### config.mk
export PLATFORM = sky130hd
export DESIGN_NAME = ones_count_sequencer_flat
export DESIGN_NICKNAME = d
export VERILOG_FILES = /design/src/rtl/ones_count_sequencer_if.sv /design/src/rtl/ones_count_sequencer.sv /design/src/flat_wrapper.sv
export SDC_FILE = /design/constraint.sdc
export NUM_CORES = 1
export LEC_CHECK = 0
export ABC_CLOCK_PERIOD_IN_PS = 8560
export CORE_MARGIN = 2
export CORE_UTILIZATION = 57
export CTS_CLUSTER_SIZE = 12
export DETAILED_ROUTE_END_ITERATION = 6
export PLACE_DENSITY = 0.86
export SYNTH_ARGS = -nofsm -noshare
export SYNTH_HDL_FRONTEND = slang
export SYNTH_SLANG_ARGS = --single-unit
### constraint.sdc
create_clock -name clk -period 8.56 [get_ports clk]
set_clock_uncertainty 0.1 [all_clocks]
set_input_delay 1.712 -clock clk [delete_from_list [all_inputs] [get_ports clk]]
set_output_delay 1.712 -clock clk [all_outputs]
set_load 0.01 [all_outputs]
### src/rtl/ones_count_sequencer_if.sv
// Valid/ready word-in / count-out handshake bundle for ones_count_sequencer.
// master drives words and consumes counts; slave is the counting engine.
interface ones_count_sequencer_if #(
    parameter int unsigned WORD_W = 127
);
    localparam int unsigned CNT_W = $clog2(WORD_W + 1);

    logic              in_valid;
    logic              in_ready;
    logic [WORD_W-1:0] in_data;
    logic              out_valid;
    logic              out_ready;
    logic [CNT_W-1:0]  out_count;

    modport master (
        output in_valid,
        output in_data,
        output out_ready,
        input  in_ready,
        input  out_valid,
        input  out_count
    );

    modport slave (
        input  in_valid,
        input  in_data,
        input  out_ready,
        output in_ready,
        output out_valid,
        output out_count
    );
endinterface

### src/rtl/ones_count_sequencer.sv
// Multi-cycle popcount: walks a captured word CHUNK_W bits per clock through one chunk counter.
// Optional macro OTS_EARLY_EXIT_EN: finish as soon as the remaining shifted word is all zero.
module ones_count_sequencer #(
    parameter int unsigned WORD_W  = 127,
    parameter int unsigned CHUNK_W = 7
) (
    input  logic                   clk,
    input  logic                   rst_n,
    ones_count_sequencer_if.slave  bus,
    output logic                   busy
);

    localparam int unsigned NCHUNK = (WORD_W + CHUNK_W - 1) / CHUNK_W;
    localparam int unsigned SH_W   = NCHUNK * CHUNK_W;
    localparam int unsigned CNT_W  = $clog2(WORD_W + 1);
    localparam int unsigned IDX_W  = (NCHUNK > 1) ? $clog2(NCHUNK) : 1;
    localparam logic [IDX_W-1:0] LAST_IDX = IDX_W'(NCHUNK - 1);

    typedef enum logic [1:0] {StIdle, StCount, StDone} state_e;

    state_e            state_q, state_d;
    logic [SH_W-1:0]   sh_q, sh_d;
    logic [CNT_W-1:0]  acc_q, acc_d;
    logic [IDX_W-1:0]  idx_q, idx_d;

    logic [SH_W-1:0]   sh_next;
    logic [CNT_W-1:0]  chunk_cnt;
    logic              last_chunk;
    logic              in_rdy;
    logic              out_vld;

    // Shared chunk counter: a ripple of single-bit increments over the low chunk.
    always_comb begin
        chunk_cnt = '0;
        for (int i = 0; i < int'(CHUNK_W); i++) begin
            chunk_cnt = chunk_cnt + CNT_W'(sh_q[i]);
        end
    end

    assign sh_next = sh_q >> CHUNK_W;

`ifdef OTS_EARLY_EXIT_EN
    assign last_chunk = (idx_q == LAST_IDX) || (sh_next == '0);
`else
    assign last_chunk = (idx_q == LAST_IDX);
`endif

    always_comb begin
        state_d = state_q;
        sh_d    = sh_q;
        acc_d   = acc_q;
        idx_d   = idx_q;
        in_rdy  = 1'b0;
        out_vld = 1'b0;
        busy    = 1'b0;
        unique case (state_q)
            StIdle: begin
                in_rdy = 1'b1;
                if (bus.in_valid) begin
                    sh_d    = SH_W'(bus.in_data);
                    acc_d   = '0;
                    idx_d   = '0;
                    state_d = StCount;
                end
            end
            StCount: begin
                busy  = 1'b1;
                acc_d = acc_q + chunk_cnt;
                sh_d  = sh_next;
                idx_d = idx_q + IDX_W'(1);
                if (last_chunk) begin
                    state_d = StDone;
                end
            end
            StDone: begin
                busy    = 1'b1;
                out_vld = 1'b1;
                if (bus.out_ready) begin
                    state_d = StIdle;
                end
            end
            default: state_d = StIdle;
        endcase
    end

    always_ff @(posedge clk) begin
        if (!rst_n) begin
            state_q <= StIdle;
            sh_q    <= '0;
            acc_q   <= '0;
            idx_q   <= '0;
        end else begin
            state_q <= state_d;
            sh_q    <= sh_d;
            acc_q   <= acc_d;
            idx_q   <= idx_d;
        end
    end

    // acc is left untouched in IDLE, so the last result stays visible there.
    assign bus.in_ready  = in_rdy;
    assign bus.out_valid = out_vld;
    assign bus.out_count = acc_q;

endmodule

### src/flat_wrapper.sv
// flat-port wrapper written by rule: the top's interface ports become plain ports
module ones_count_sequencer_flat 
#(
    parameter int unsigned WORD_W  = 127,
    parameter int unsigned CHUNK_W = 7
)
  (clk, rst_n, busy, bus_in_valid, bus_in_data, bus_out_ready, bus_in_ready, bus_out_valid, bus_out_count);
  ones_count_sequencer_if #(.WORD_W(WORD_W)) bus_i ();
  input  logic clk;
  input  logic rst_n;
  output logic busy;
  input wire logic [$bits(bus_i.in_valid)-1:0] bus_in_valid;
  input wire logic [$bits(bus_i.in_data)-1:0] bus_in_data;
  input wire logic [$bits(bus_i.out_ready)-1:0] bus_out_ready;
  output wire logic [$bits(bus_i.in_ready)-1:0] bus_in_ready;
  output wire logic [$bits(bus_i.out_valid)-1:0] bus_out_valid;
  output wire logic [$bits(bus_i.out_count)-1:0] bus_out_count;
  assign bus_i.in_valid = bus_in_valid;
  assign bus_i.in_data = bus_in_data;
  assign bus_i.out_ready = bus_out_ready;
  assign bus_in_ready = bus_i.in_ready;
  assign bus_out_valid = bus_i.out_valid;
  assign bus_out_count = bus_i.out_count;
  ones_count_sequencer #(.WORD_W(WORD_W), .CHUNK_W(CHUNK_W)) u_core (.clk(clk), .rst_n(rst_n), .bus(bus_i), .busy(busy));
endmodule
==> impl_results.md <==
- Async set-reset flop share out of synthesis: 0
- CTS H-tree lvls: 4
- Logic gate share of total power: 0.277
- Final Hold Violating Endpoints: 0
- Floorplan core area: 0.0132 mm2
- Max Freq: 0.208 GHz
- Iter 0 DRT Violations: 951
- Actual slew at the worst max-slew pin: 0.985 ns
- Fin area: 0.00955 mm2
- Crit path max fanout: 109
- Initial antenna violation count: 0
- Final setup viols: 0
- RePlAce Congestion: 0.861
- Worst Hold Path Cells: 2
- CTS buffer count: 17
- Peak supply drop: 0.175 mV
- Seq cells post-synth: 141
- Die X: 120 um
- Syn. warnings: 0
- CP max stage cell: buf_4
- Grt total ovfl: 0
- Pint: 1540 uW
- Total negative setup slack: 0 ns
- Critical path depth: 4
- Post-CTS setup buffers: 0
- Hold buffers post-CTS: 0
- Antenna-violating nets left: 0
- Post-DP HPWL: 11900 um
- Drc violations: 0
- Pre-Repair DR Iteration Count: 5
- Crit path cell chain: inv_1, ha_4, buf_4, clkdlybuf4s50_1
- Crit path largest cell delay: 0.86 ns
- PD cells: 238 mW/mm2
- Die Ht: 120 um
- Worst setup path start: u_core.state_q[0]
- Post-DP Area: 0.00892 mm2
- Tcrit/Tclk final: 0.562
- Final Max Tran Viols: 0
- Min cycle time layout: 4.81 ns
- Crit. End Element: output port
- Post-synth EDFFs: 0
- CTS Buffer Depth: 2
- Full die area: 0.0145 mm2
- Rel. slew slack: 0.344
- Layout cells sized above 1: 0.0481
- Hold crit path type: flip-flop to flip-flop
- Fillers: 1024
- DR vias: 7751
- Syn Nets: 1211
- Worst-path clk slew: 0.06 ns
- Unique masters post-synth: 39
- Hold wc startpoint: u_core.idx_q[0]
- Root buffer cell: clkbuf_16
- Via density: 5.87
- Initial Utilization: 0.584
- Main synth FF type: dfxtp_1
- Vias in the first global route: 6952
- P_sw: 733 uW
- Synthesized area per cell: 7.27 um2
- Required @ worst endpoint: 6.75 ns
- Sink Count: 141
- Ports: 141
- Worst Path Arrival: 3.00 ns
- Sequential share of the synthesized area: 0.365
- Crit path buffers/inverters: 3
- Crit-path leading delay family: buffers and inverters
- Max Cap Violations: 0
- Fin worst setup slack: 3.75 ns
- First-pass GRT wire length: 32700 um
- Gr usage total: 0.274
- Dpl ws: 4.16 ns
- Routed length per instance: 15.3 um
- Mapped Cells: 1064
- Leak Pwr: 0.00413 uW
- Net Sw Frac: 0.323
- Clk Latency, worst-skew pair: 0.41 ns
- Worst R2R Path Depth: 7
- Seq pwr share: 0.383
- CTS tree: built
- Status: finished clean
- Largest net degree at the start of global routing: 110
- Nets: 1278
- Reg2reg start: u_core.state_q[0]
- Ant diodes: 0
- CP Launch Type: flip-flop
- Crit path kind: flip-flop to output port
- Post-cts repair resize count: 0
- RSZ-0062 raised after global routing: false
- Mapped cell area: 0.00773 mm2
- Drt total wl: 20200 um
- IO buf count: 140
- Core Rows: 42
- Clock Power Share: 0.340
- Synth-to-layout area growth: 23.5%
==> cell families after synthesis <==
group,synth area share
compound gates,0.263
xor+xnor,0.00453
fa+ha+maj,0.0298
buf+inv,0.131
flops,0.365
mux,0.00728
simple gates,0.199
==> stage by stage <==
step | utilization | std cells | hold WS (ns) | power (uW)
2_1_floorplan | - | 1064 | 0.362 | 1340
3_3_place_gp | 0.673 | 1288 | 0.364 | 1480
3_5_place_dp | 0.673 | 1288 | 0.383 | 1490
4_1_cts | 0.721 | 1320 | 0.393 | 2270
5_1_grt | 0.721 | 1320 | 0.431 | 2400
6_report | 0.721 | 1320 | 0.389 | 2270
==> flip-flops by register name (all words and copies together), names as in the netlist <==
name / count
u_core.sh_q: 127
u_core.bus.out_count: 7
u_core.idx_q: 5
u_core.state_q: 2
==> final timing paths <==
check                     to  slack, ns
min          u_core.idx_q[0]       0.39
min reg2reg  u_core.idx_q[0]       0.39
max reg2reg  u_core.sh_q[18]       5.23
max             bus_in_ready       3.75
==> cells in the mapped netlist (4+ instances only) <==
cell type  number  area share
clkbuf_1       37       0.018
fa_1            4       0.010
buf_1          11      0.0053
a31oi_1       119       0.096
o221a_2         6      0.0087
nor2_1        365        0.18
dfxtp_1       141        0.37
nand3_1         6      0.0039
o221ai_1      114        0.13
buf_6          11       0.016
xor2_1          4      0.0045
ha_1           12       0.019
buf_2          38       0.025
a21oi_1        16       0.010
inv_1         134       0.065
o21ai_0         4      0.0026
nand2b_1        6      0.0049
a22oi_1         4      0.0039
==> power by group through the flow <==
stage                     registers, uW  logic, uW  clock network [uW]
final                               871        628                 772
after global routing                883        708                 808
after CTS                           867        625                 777
after detailed placement            879        615                   0
after global placement              876        601                   0
after floorplan                     850        490                   0
==> placed cells by master, fill, tap and decap left out, types with 5 or more instances in the layout <==
master / Yosys / routed
nor2_1: 365 / 365
o221a_2: 6 / 6
nand3_1: 6 / 6
nand2b_1: 6 / 6
ha_1: 12 / 10
inv_1: 134 / 134
buf_4: 2 / 9
dfxtp_1: 141 / 141
clkdlybuf4s50_1: 0 / 138
clkbuf_16: 0 / 17
a31oi_1: 119 / 119
o221ai_1: 114 / 114
a21oi_1: 16 / 16
clkbuf_8: 0 / 5
==> worst min-delay path: cells and delay by family (launching register included) <==
kind | cells | cell delay (ns)
DFF | 1 | 0.33
and+or+nand+nor | 1 | 0.06
AOI/OAI and AO/OA | 1 | 0.05
==> layout make-up <==
class,count,area [um2],area share
multi-input cells,689,3920,0.410
flip-flops and latches,141,2820,0.296
repair buffers,147,1450,0.152
inverters,135,507,0.0531
clock buffers,22,494,0.0518
well taps,176,220,0.0231
clock inverters,10,135,0.0142
==> metal layers <==
metal  vias up  GRT usage  part of all wire
met5         -          0                 0
met4         0      0.106             0.024
met3        46     0.0453             0.066
met2       314      0.429              0.47
met1      3590      0.378              0.44
li1       3801          -                 -
No activity file was read; power rests on OpenSTA's default activity.
